$ cat config.mk
export PLATFORM = sky130hd
export DESIGN_NAME = serialrx
export DESIGN_NICKNAME = d
export VERILOG_FILES = /design/src/rtl/serialrx.sv
export SDC_FILE = /design/constraint.sdc
export NUM_CORES = 1
export LEC_CHECK = 0
export CORE_MARGIN = 2
export CORE_UTILIZATION = 55
export DETAILED_ROUTE_END_ITERATION = 8
export PLACE_DENSITY_LB_ADDON = 0.08
export SLEW_MARGIN = 5
export SYNTH_ARGS = -nofsm -noshare
export SYNTH_HDL_FRONTEND = slang
export SYNTH_SLANG_ARGS = --single-unit
$ cat constraint.sdc
create_clock -name clk -period 5.9 [get_ports clk]
set_clock_uncertainty 0.2 [all_clocks]
set_input_delay 1.77 -clock clk [delete_from_list [all_inputs] [get_ports clk]]
set_output_delay 1.77 -clock clk [all_outputs]
set_load 0.005 [all_outputs]
$ cat src/rtl/serialrx.sv
// serialrx: UART receiver (8N1, LSB first) with a small receive FIFO behind a Wishbone slave.
// Define SERIALRX_FRAME_ERR_EN to check the stop bit and report framing errors.
module serialrx #(
    parameter int DIVIDE = 2,
    parameter int FRAME = 8,
    parameter int DEPTH = 4
) (
    input  logic        clk,
    input  logic        rst,
    input  logic        uart_rx,
    input  logic [31:0] wb_addr,
    input  logic [31:0] wb_data_w,
    output logic [31:0] wb_data_r,
    input  logic        wb_we,
    input  logic        wb_stb,
    input  logic        wb_cyc,
    output logic        wb_ack,
    output logic        wb_stall
);
    localparam int DW = $clog2(DIVIDE);
    localparam int IW = $clog2(FRAME);
    localparam int AW = $clog2(DEPTH);
    localparam logic [DW-1:0] HALF = DW'(DIVIDE / 2 - 1);
    localparam logic [DW-1:0] LAST = DW'(DIVIDE - 1);

    typedef enum logic [1:0] {IDLE, START, DATA, STOP} state_t;

    state_t           state;
    logic             rx_m, rx_s, brk;
    logic [DW-1:0]    div_counter;
    logic [IW-1:0]    index;
    logic [FRAME-1:0] data;
    logic [FRAME-1:0] mem [DEPTH];
    logic [AW-1:0]    rd_ptr, wr_ptr;
    logic [AW:0]      count;
    logic [31:0]      num_bytes, word0;
    logic             overrun, frame_err, stop_ok, stop_hit, push, push_ok;
    logic             rd0, pop, empty, full, unused;

`ifdef SERIALRX_FRAME_ERR_EN
    assign stop_ok = rx_s;
`else
    assign stop_ok = 1'b1;
`endif

    assign stop_hit = state == STOP && !brk && div_counter == LAST;
    assign push = stop_hit && stop_ok;
    assign empty = count == '0;
    assign full = count == (AW + 1)'(DEPTH);
    assign rd0 = wb_cyc && wb_stb && !wb_we && !wb_addr[2];
    assign pop = rd0 && !empty;
    // a same-cycle pop frees the slot the push needs
    assign push_ok = push && (!full || pop);
    assign wb_stall = 1'b0;
    assign unused = ^{wb_data_w, wb_addr[31:3], wb_addr[1:0]};

    always_comb begin
        word0 = '0;
        word0[FRAME-1:0] = empty ? '0 : mem[rd_ptr];
        word0[16] = !empty;
        word0[17] = overrun;
        word0[18] = frame_err;
    end

    always_ff @(posedge clk)
        if (rst) {rx_m, rx_s} <= 2'b11;
        else {rx_m, rx_s} <= {uart_rx, rx_m};

    always_ff @(posedge clk) begin
        if (rst) begin
            state <= IDLE;
            div_counter <= '0;
            index <= '0;
            data <= '0;
            brk <= 1'b0;
        end else begin
            case (state)
                IDLE: begin
                    div_counter <= '0;
                    brk <= 1'b0;
                    if (!rx_s) state <= START;
                end
                START:
                    if (div_counter == HALF) begin
                        div_counter <= '0;
                        index <= '0;
                        state <= rx_s ? IDLE : DATA;
                    end else div_counter <= div_counter + 1'b1;
                DATA:
                    if (div_counter == LAST) begin
                        div_counter <= '0;
                        data[index] <= rx_s;
                        index <= index + 1'b1;
                        if (index == IW'(FRAME - 1)) state <= STOP;
                    end else div_counter <= div_counter + 1'b1;
                default:
                    // after a bad stop bit, hold here until the line returns high
                    if (brk) begin
                        if (rx_s) state <= IDLE;
                    end else if (div_counter == LAST) begin
                        div_counter <= '0;
                        if (stop_ok) state <= IDLE;
                        else brk <= 1'b1;
                    end else div_counter <= div_counter + 1'b1;
            endcase
        end
    end

    always_ff @(posedge clk)
        if (push_ok) mem[wr_ptr] <= data;

    always_ff @(posedge clk) begin
        if (rst) begin
            rd_ptr <= '0;
            wr_ptr <= '0;
            count <= '0;
            num_bytes <= '0;
            overrun <= 1'b0;
            frame_err <= 1'b0;
            wb_ack <= 1'b0;
            wb_data_r <= '0;
        end else begin
            if (push_ok) begin
                wr_ptr <= wr_ptr + 1'b1;
                num_bytes <= num_bytes + 1;
            end
            if (pop) rd_ptr <= rd_ptr + 1'b1;
            count <= count + (AW + 1)'(push_ok) - (AW + 1)'(pop);
            overrun <= (push && !push_ok) || (overrun && !rd0);
            frame_err <= (stop_hit && !stop_ok) || (frame_err && !rd0);
            wb_ack <= wb_cyc && wb_stb;
            if (wb_cyc && wb_stb && !wb_we) wb_data_r <= wb_addr[2] ? num_bytes : word0;
        end
    end
endmodule

Word level (Yosys, flattened, before mapping)

Memories as Yosys holds them, arrays and structs flattened. A register that Yosys moved wholly into a read port is not among the register bits.
Cells that the tools add are included.
Widths: inputs -> output; s select.

Mux-type cells: 27
Equality and inequality tests: 11
Order comparisons: 2
Add/sub/neg operators: 7
Reductions and logical operators: 28

Operators with widths:

| operator              | number |
|---|---|
| $add 32x1->32 const B | 1 |
| $mux 32               | 1 |
| $mux 2                | 10 |
| $logic_and 1x1->1     | 11 |
| $bwmux 8              | 1 |
| $mux 8                | 1 |
| $ne 2x2->1 const B    | 4 |
| $logic_not 1->1       | 7 |
| $mux 1                | 7 |
| $eq 3x3->1 const B    | 2 |
| $mux 3                | 2 |
| $pmux 2 s3            | 1 |
| $pmux 3 s2            | 1 |
| $reduce_and 6->1      | 1 |
| $ne 5x2->1 const B    | 1 |
| $add 2x1->2 const B   | 2 |
| $eq 2x2->1 const B    | 2 |
| $lt 3x4->1 const B    | 1 |
| $ne 4x1->1 const B    | 1 |
| $reduce_bool 4->1     | 1 |
| $add 3x1->3           | 1 |
| $add 3x1->3 const B   | 1 |
| $demux 1 s3           | 1 |
| $ge 3x1->1 const B    | 1 |
| other kinds (12)      | 13 |

Memories kept: 1
Output and inout bits: 34
Register bits after elaboration: 91
Input bits: 70
Memory bits (writable): 32

Memory list:

| memory | words | bits a word | rd ports | clocked after Yosys merged registers in | write ports | line | RTL |
|---|---|---|---|---|---|---|---|
| mem    | 4     | 8           | 1        | 1                                       | 1           | 33   | `logic [FRAME-1:0] mem [DEPTH];` |

Depth between registers and ports, before layout

Gate-level depths: netlist (run 1).

Word-level depth: 9
Depth in mapped cells: 13

Least setup slack after synthesis (run 1)

OpenSTA, ideal clock, no wires.

Kind: input port to flip-flop
Start point: input wb_addr[2]
End point: register count[2]
Slack: 1.842 ns
Cell stages on the path: 13
Data arrival time: 3.730 ns
Path through: and4bb_1 -> buf_2 -> o21ai_4 -> buf_4 -> buf_6 -> ha_1 -> inv_1 -> ha_1 -> inv_1 -> fa_1 -> xor2_1 -> xnor2_1 -> nor2_1

Longest elaborated chain between the ends: 7

RTL lines:

| item                  | line | RTL |
|---|---|---|
| start, declared       | 11   | `input logic [31:0] wb_addr,` |
| $logic_not 1->1 (*)   | 50   | `assign rd0 = wb_cyc && wb_stb && !wb_we && !wb_addr[2];` |
| $logic_and 1x1->1 (*) | 50   |  |
| $logic_and 1x1->1 (*) | 51   | `assign pop = rd0 && !empty;` |
| $logic_or 1x1->1      | 53   | `assign push_ok = push && (!full \|\| pop);` |
| $logic_and 1x1->1     | 53   |  |
| $add 3x1->3           | 128  | `count <= count + (AW + 1)'(push_ok) - (AW + 1)'(pop);` |
| $sub 3x1->3 (*)       | 128  |  |
| end signal, assigned  | 128  |  |
| end, declared         | 35   | `logic [AW:0] count;` |

Mark *: on every way between the ends. The rest lies on a longest branch, timed or not.
A chain may end at the register's enable or synchronous reset.

Final worst setup path (run 1)

Same ends and word-level chain as after synthesis.

==> results.cfg, run 1 <==
[status]
status = finished, final reports clean

[synthesis]
synth_cell_type_count = 52
synth_nets = 595
synth_area_leaders = dfxtp_1 (35%), edfxtp_1 (18%), a21oi_1 (4.9%)
avgSynthCellArea_um2 = 10.19
synth_top_area_cell = dfxtp_1
async_reset_ff_share_pct = 0
yosysSeqAreaShare_pct = 53.38
synth_area_mm2 = 0.005250
yosysWarnings = 0
yosysMostFrequentCell = dfxtp_1
synthFlopType = dfxtp_1
synthTopCellsByCount = dfxtp_1 (92), nand2_1 (53), a21oi_1 (51)
synth_top_area_share_pct = 35.08
synthCells = 515
ys_ff_latch = 124
synth_edf_count = 32

[hold_path]
hp-class = flip-flop to flip-flop

[placed_design]
io_buffers = 39
placement.cell_area_mm2 = 0.005642
globalplace.congestion = 0.7945
post-dp-hpwl_um = 6781

[die]
die_w_um = 101.7
core_area_mm2 = 0.009240
rows = 35
die_area_mm2 = 0.01034
initial_utilization_pct = 56.82
die-height_um = 101.7
io_pins = 104

[cts]
tritoncts = yes
cts_resized = 0
htreeDepth = 4
numCtsBuffers = 17
cts.hold.buffers_added = 0
cts-root-buf = clkbuf_8
insertion_delay_ns = 0.51
cts.clk_slew.worst_paths_ns = 0.06
post-cts-setup-buffers = 0
cts.path.max_buffers = 2
cts_sinks = 124

[grt]
grt_overflow = 0
first_global_vias = 3792
grt_max_degree = 51
grt_usage_pct = 22.30
antenna_found_initial = 0
grt_pass1_wl_um = 17880

[sta]
fin_crit_sh_pct = 70.01
worst_slew_margin_rel_pct = 39.39
worstMarginPinSlew_ns = 0.9091
setup_tns_ns = 0
setup_viol = 0
fmax_ghz = 0.2421
maxSlewViolCount = 0
hold_viol = 0
rsz0062_at_grt = no
layout_min_cycle_time_ns = 4.131

[setup_path]
worstPathMaxFanout = 21
crit_chain = clkdlybuf4s50_1 > buf_4 > and4bb_1 > o21ai_4 > ha_1 > inv_1 > ha_1 > inv_1 > fa_1 > xor2_1 > xnor2_1 > nor2_1
cp-start-kind = primary input
crit_family = adder cells
endpoint_kind = flip-flop
cp_data_required_time_ns = 6.07
slowest_stage = and4bb_1
arrival_ns = 4.30
critPathMaxStageDelay_ns = 0.56
critPathBufInv = 4
critPathKind = primary input to flip-flop

[route]
avgRoutedWirePerCell_um = 15.57
vias = 3908
drt_wl_total_um = 10590
final_antenna_net_count = 0
dr.first_iter.drc_count = 144
drc_errors = 0
viasPerCell = 5.747
firstDrtPassIters = 4

[pwr]
p_leak_nw = 2.148
peakVddDrop_v = 0.0002378
power.density_mw_per_mm2 = 324.5

[layout]
areaGrowthSynthToFinish_pct = 19.69
antenna_cells = 0
drive_gt1_share_pct = 11.07
stdcell_area_mm2 = 0.006284
final.fill_count = 707
final_nets = 618

[job]
maxCapViolCount = 0
-- power breakdown --
group | leakage (nW) | internal [W] | switching, W | total, W
clock network | 0.313 | 0.000705 | 0.000416 | 0.00112
logic | 0.796 | 0.0000161 | 0.0000254 | 0.0000415
registers | 1.04 | 0.000872 | 0.00000454 | 0.000877
-- through the flow --
stage | power, W | util [%] | hold slack, ns | setup WS, ns | instances
2_1_floorplan | 0.0009183 | - | 0.1895 | 1.842 | 515
3_3_place_gp | 0.0009361 | 61.06 | 0.1942 | 1.267 | 648
3_5_place_dp | 0.0009371 | 61.06 | 0.1991 | 1.249 | 648
4_1_cts | 0.002060 | 68.00 | 0.2149 | 1.780 | 680
5_1_grt | 0.002104 | 68.00 | 0.2363 | 1.581 | 680
6_report | 0.002039 | 68.00 | 0.2107 | 1.769 | 680
-- layout by cell type, fill, tap and decap left out, types with 6 or more instances in the layout --
cell type,n
clkdlybuf4s50_1,38
a221oi_1,8
xor2_1,6
or4_1,15
o21ai_0,12
inv_1,12
nor2_1,44
o31ai_1,15
a21oi_1,51
nand4_1,7
nand3_1,14
mux2i_1,10
ha_1,9
edfxtp_1,32
or3_1,9
dfxtp_1,92
clkbuf_16,16
mux4_2,8
nor2b_1,6
nand2_1,53
nor3_1,11
-- state kept, by name (all words and copies together) (netlist names), named ones only --
signal       flops
count            3
data             8
div_counter      1
frame_err        1
index            3
mem             32
num_bytes       32
overrun          1
rd_ptr           2
rx_m             1
rx_s             1
state            2
wb_ack           1
wb_data_r       32
wr_ptr           2
-- final cells by class --
type	instances	area [µm²]	area share, %
Sequential cell	124	2803	44.60
Tap cell	129	161.4	2.569
Clock buffer	17	414.1	6.591
Timing Repair Buffer	44	422.9	6.730
Multi-Input combinational cell	339	2210	35.17
Clock inverter	15	227.7	3.624
Inverter	12	45.04	0.7168
-- per-layer routing --
layer | vias to the layer above | part of all wire [%] | wire length, µm | GRT usage, %
li1 | 1930 | - | - | -
met1 | 1915 | 43 | 4559 | 25.53
met2 | 53 | 53 | 5617 | 39.88
met3 | 10 | 2.5 | 267 | 6.142
met4 | 0 | 1.3 | 140 | 7.796
met5 | - | 0 | 0 | 0
-- worst paths after layout --
path                                 start  endpoint  slack [ns]  cells past startpoint
worst max register to register    state[1]  count[2]        3.07                     10
worst min-delay path                  rx_m      rx_s        0.21                      1
worst max-delay path            wb_addr[2]  count[2]        1.77                     12
worst min register to register        rx_m      rx_s        0.21                      1
-- cells by family after synthesis --
group	after synthesis	share of synthesized area [%]
multiplexers	22	6.196
flip-flops	124	53.38
adder cells (fa/ha/maj)	10	2.526
other	1	0.07143
buffers and inverters	52	4.576
AO/OA/AOI/OAI	101	11.87
XOR/XNOR	11	1.835
AND/OR/NAND/NOR	194	19.54
Note: power is estimated with default switching activity, not from simulation.
==> run 2, diff against run 1 <==
- CORE_UTILIZATION: 55 -> 46
- clock period: 5.9 -> 3.7 ns (I/O delays scaled with it)
==> run 2 against run 1 <==
Against the previous run: combinational power rose by 68%; via count fell by 1.1%; sequential share of layout area fell by 0.74 points; power rose by 61%; critical path type unchanged; critical endpoint unchanged; largest cell class unchanged; highest routed layer unchanged.
==> results.cfg, run 2 (synthesis gave the netlist of run 1 again) <==
[layout]
reg.largest.list = mem x32, num_bytes x32, wb_data_r x32
layout.cells.non_filler = 704
final_nets = 628
drive_gt1_share_pct = 12.48
layout_common_cells = dfxtp_1 (92), nand2_1 (53), a21oi_1 (51), nor2_1 (44), clkdlybuf4s50_1 (38)
antenna_cells = 0
areaGrowthSynthToFinish_pct = 21.71
final_core_util_pct = 56.69
final_common_cell = dfxtp_1

[placed_design]
post-dp-hpwl_um = 6787
io_buffers = 39
place_inst = 672
globalplace.congestion = 0.7625

[route]
dr.first_iter.drc_count = 192
final_antenna_net_count = 0
drt_wl_total_um = 10660
viasPerCell = 5.490
avgRoutedWirePerCell_um = 15.14
vias = 3865
drc_errors = 0
firstDrtPassIters = 6

[cts]
cts_resized = 0
numCtsBuffers = 17
cts.hold.buffers_added = 0
insertion_delay_ns = 0.42
cts-root-buf = clkbuf_16
htreeDepth = 4
cts.clk_slew.worst_paths_ns = 0.05
post-cts-setup-buffers = 0
tritoncts = yes
cts.path.max_buffers = 2
cts_sinks = 124

[setup_path]
critPathBufInv = 3
reg2reg_to = count[2]
arrival_ns = 3.29
endpoint_kind = flip-flop
reg2reg_depth = 10
slowest_stage = clkdlybuf4s50_1
critPathMaxStageDelay_ns = 0.45
critPathKind = primary input to flip-flop
cp-start-kind = primary input
crit_family = adder cells
reg2reg_slack_ns = 0.90
crit_chain = clkdlybuf4s50_1 > nand3b_1 > nor3b_1 > ha_1 > inv_1 > ha_1 > inv_1 > fa_1 > xor2_1 > xnor2_1 > nor2_1
worstPathMaxFanout = 3
cp_data_required_time_ns = 3.79
r2r-start = state[1]

[hold_path]
holdPathStages = 1
hold_path_end = rx_s
hp-start = rx_m
hp-class = flip-flop to flip-flop

[die]
die-height_um = 110.8
die_w_um = 110.8
io_pins = 104
core_area_mm2 = 0.01127
initial_utilization_pct = 46.58
die_area_mm2 = 0.01228
rows = 39

[grt]
grt_pass1_wl_um = 18180
grt_max_degree = 35
first_global_vias = 3733
antenna_found_initial = 0
grt_usage_pct = 18.72
grt_overflow = 0

[pwr]
p_leak_nw = 2.197
power.density_mw_per_mm2 = 512.9
peakVddDrop_v = 0.0003354
finalPower_w = 0.003277

[sta]
worst_slew_margin_rel_pct = 51.55
fin_crit_sh_pct = 86.39
hold_viol = 0
maxSlewViolCount = 0
setup_tns_ns = 0
worstMarginPinSlew_ns = 0.7253
layout_min_cycle_time_ns = 3.196
fmax_ghz = 0.3129
setup_viol = 0
rsz0062_at_grt = no

[job]
maxCapViolCount = 0

[status]
status = finished, final reports clean
==> run 2: cell types whose count changed in the layout (fill, tap and decap cells not counted), sizes merged <==
cell      previous run  this run
clkinvlp             1         3
buf                  6        16
clkbuf              17        18
inv                 20        13
clkinv               2         5
bufinv               4         5
==> run 2: worst max-delay path by stage <==
stage	start	endpoint	cells after the start	slack (ns)
after global routing	wb_we	count[2]	11	0.36
after CTS	wb_we	count[2]	11	0.51
after floorplan	wb_addr[2]	count[2]	13	0.30
final	wb_we	count[2]	11	0.50
after detailed placement	wb_we	count[2]	11	0.08
after global placement	wb_we	count[2]	11	0.09
==> run 2: cell type report <==
type / instances / area [µm²]
clock buffer: 18 / 439.2
timing repair buffer: 54 / 498.0
multi-input combinational: 339 / 2210
tap: 143 / 178.9
sequential: 124 / 2803
clock inverter: 14 / 216.5
fill: 981 / 4882
inverter: 12 / 45.04
==> run 2: report_power, final <==
part,switching (W),total (W),internal [W]
sequential,0.00000647,0.00140,0.00139
combinational,0.0000425,0.0000698,0.0000274
clock,0.000597,0.00181,0.00121
==> run 2: metal layers <==
layer  part of all wire (%)  vias to the layer above  global-route usage (%)
met5                      0                        -                       0
met2                     52                       60                   32.11
met4                    1.7                        0                   8.750
li1                       -                     1946                       -
met3                    3.2                       18                   4.921
met1                     44                     1841                   21.92
==> run 2: stage by stage <==
step                      hold slack (ns)  cell area (µm²)  setup slack [ns]
after floorplan                    0.1895             5250            0.3024
after global placement             0.1966             5734           0.09352
after detailed placement           0.1943             5734           0.08278
after CTS                          0.2076             6390            0.5142
after global routing               0.2295             6390            0.3578
final                              0.2064             6390            0.5036
==> run 2: worst register-to-register path, cell delays in order (launching register included) <==
cell and delay [ns]:
dfxtp_1 0.58, and3_1 0.53, o21ai_4 0.11, ha_1 0.31
inv_1 0.06, ha_1 0.12, inv_1 0.04, fa_1 0.37
xor2_1 0.17, xnor2_1 0.14, nor2_1 0.05
==> run 3, diff against run 2 <==
- CORE_MARGIN: 2 -> unset
==> run 3 against run 2 <==
Against the previous run: clock power down 4%; die area decreased by 3.6%; critical path type unchanged; hold slack better by 0.012 ns; fmax is 1.5% lower; non-clock buffer count rose by 1; first-iteration DRC count fell by 21%; final area down 0.24%; wire length fell by 0.84%; power down 2.4%; sequential share of layout area up 0.10 points.
==> results.cfg, run 3 (synthesis gave the netlist of run 1 again) <==
[route]
drt_wl_total_um = 10570
vias = 3916
drc_errors = 0
viasPerCell = 5.578
dr.first_iter.drc_count = 151
avgRoutedWirePerCell_um = 15.06
firstDrtPassIters = 4
final_antenna_net_count = 0

[setup_path]
cp_data_required_time_ns = 3.80
critPathKind = primary input to flip-flop
endpoint_kind = flip-flop
cp-start-kind = primary input
worstPathMaxFanout = 3
crit_chain = clkdlybuf4s50_1 > nand3b_1 > nor3b_1 > ha_1 > inv_1 > ha_1 > inv_1 > fa_1 > xor2_1 > xnor2_1 > nor2_1
arrival_ns = 3.34
slowest_stage = clkdlybuf4s50_1
critPathMaxStageDelay_ns = 0.45

[placed_design]
post-dp-hpwl_um = 6798
place_inst = 670
place_ws_ns = 0.02526
io_buffers = 39
globalplace.congestion = 0.7122

[sta]
rsz0062_at_grt = no
fin_crit_sh_pct = 87.72
fin_ws_ns = 0.4544
layout_min_cycle_time_ns = 3.246
worstMarginPinSlew_ns = 0.7597
hold_viol = 0
fmax_ghz = 0.3081
worst_slew_margin_rel_pct = 49.13
setup_tns_ns = 0
whs_ns = 0.2185
maxSlewViolCount = 0
setup_viol = 0

[die]
initial_utilization_pct = 47.80
core_area_mm2 = 0.01098
die-height_um = 108.8
io_pins = 104
rows = 38
die_w_um = 108.8
die_area_mm2 = 0.01184

[cts]
cts.path.max_buffers = 2
htreeDepth = 4
numCtsBuffers = 17
cts.hold.buffers_added = 0
post-cts-setup-buffers = 0
cts_resized = 0
cts-root-buf = clkbuf_16
insertion_delay_ns = 0.41
cts.clk_slew.worst_paths_ns = 0.06
tritoncts = yes
cts_sinks = 124

[grt]
grt_usage_pct = 19.67
grt_overflow = 0
grt_max_degree = 37
first_global_vias = 3658
antenna_found_initial = 0
grt_pass1_wl_um = 17700

[job]
maxCapViolCount = 0

[layout]
final_nets = 629
layout.cells.non_filler = 702
final_common_cell = dfxtp_1
final_core_util_pct = 58.04
regArea_mm2 = 0.002803
antenna_cells = 0
final.fill_count = 964
reg.largest.list = mem x32, num_bytes x32, wb_data_r x32
drive_gt1_share_pct = 12.81
areaGrowthSynthToFinish_pct = 21.43
multi_input_area_mm2 = 0.002210
layout_common_cells = dfxtp_1 (92), nand2_1 (53), a21oi_1 (51), nor2_1 (44), clkdlybuf4s50_1 (38)

[status]
status = finished, final reports clean

[pwr]
power.density_mw_per_mm2 = 501.7
p_leak_nw = 2.188
peakVddDrop_v = 0.0004381

[hold_path]
hp-class = flip-flop to flip-flop
## run 3: layout make-up
cell class              count  area share (%)
well taps                 140           2.748
clock buffers              17           6.673
flip-flops and latches    124           43.96
clock inverters            15           3.121
repair buffers             55           8.126
inverters                  12          0.7066
multi-input cells         339           34.66
## run 3: critical path, delay by kind of cell
family                     cells  cell delay [ns]
xor gates and xnor gates       2             0.30
adders and majority gates      3             0.79
buffers and inverters          3             0.56
and+or+nand+nor                3             0.57
## run 3: routing by layer
metal / part of all wire (%) / GRT usage [%] / up-vias
met4: 1.5 / 9.170 / 0
met2: 50 / 33.91 / 58
met3: 3.4 / 4.842 / 13
met1: 45 / 22.99 / 1894
li1: - / - / 1951
met5: 0 / 0 / -
## run 3: final timing paths
check | from | endpoint | slack [ns] | depth (start not counted)
setup / recovery | wb_we | count[2] | 0.45 | 11
setup reg to reg | state[1] | count[2] | 0.91 | 10
hold reg to reg | rx_m | rx_s | 0.22 | 1
hold / removal | rx_m | rx_s | 0.22 | 1
## run 3: through the flow
stage,power [W],instance area (µm²)
CTS,0.003228,6375
global placement,0.001498,5751
detailed placement,0.001499,5751
finish,0.003198,6375
global route,0.003297,6375
floorplan,0.001464,5250
## run 3: power breakdown
part / internal, W / leakage (nW) / total, W / switching (W)
Clock: 0.00112 / 0.291 / 0.00173 / 0.000606
Sequential: 0.00139 / 1.04 / 0.00140 / 0.00000665
Combinational: 0.0000288 / 0.858 / 0.0000707 / 0.0000419
Total: 0.00254 / 2.19 / 0.00320 / 0.000654
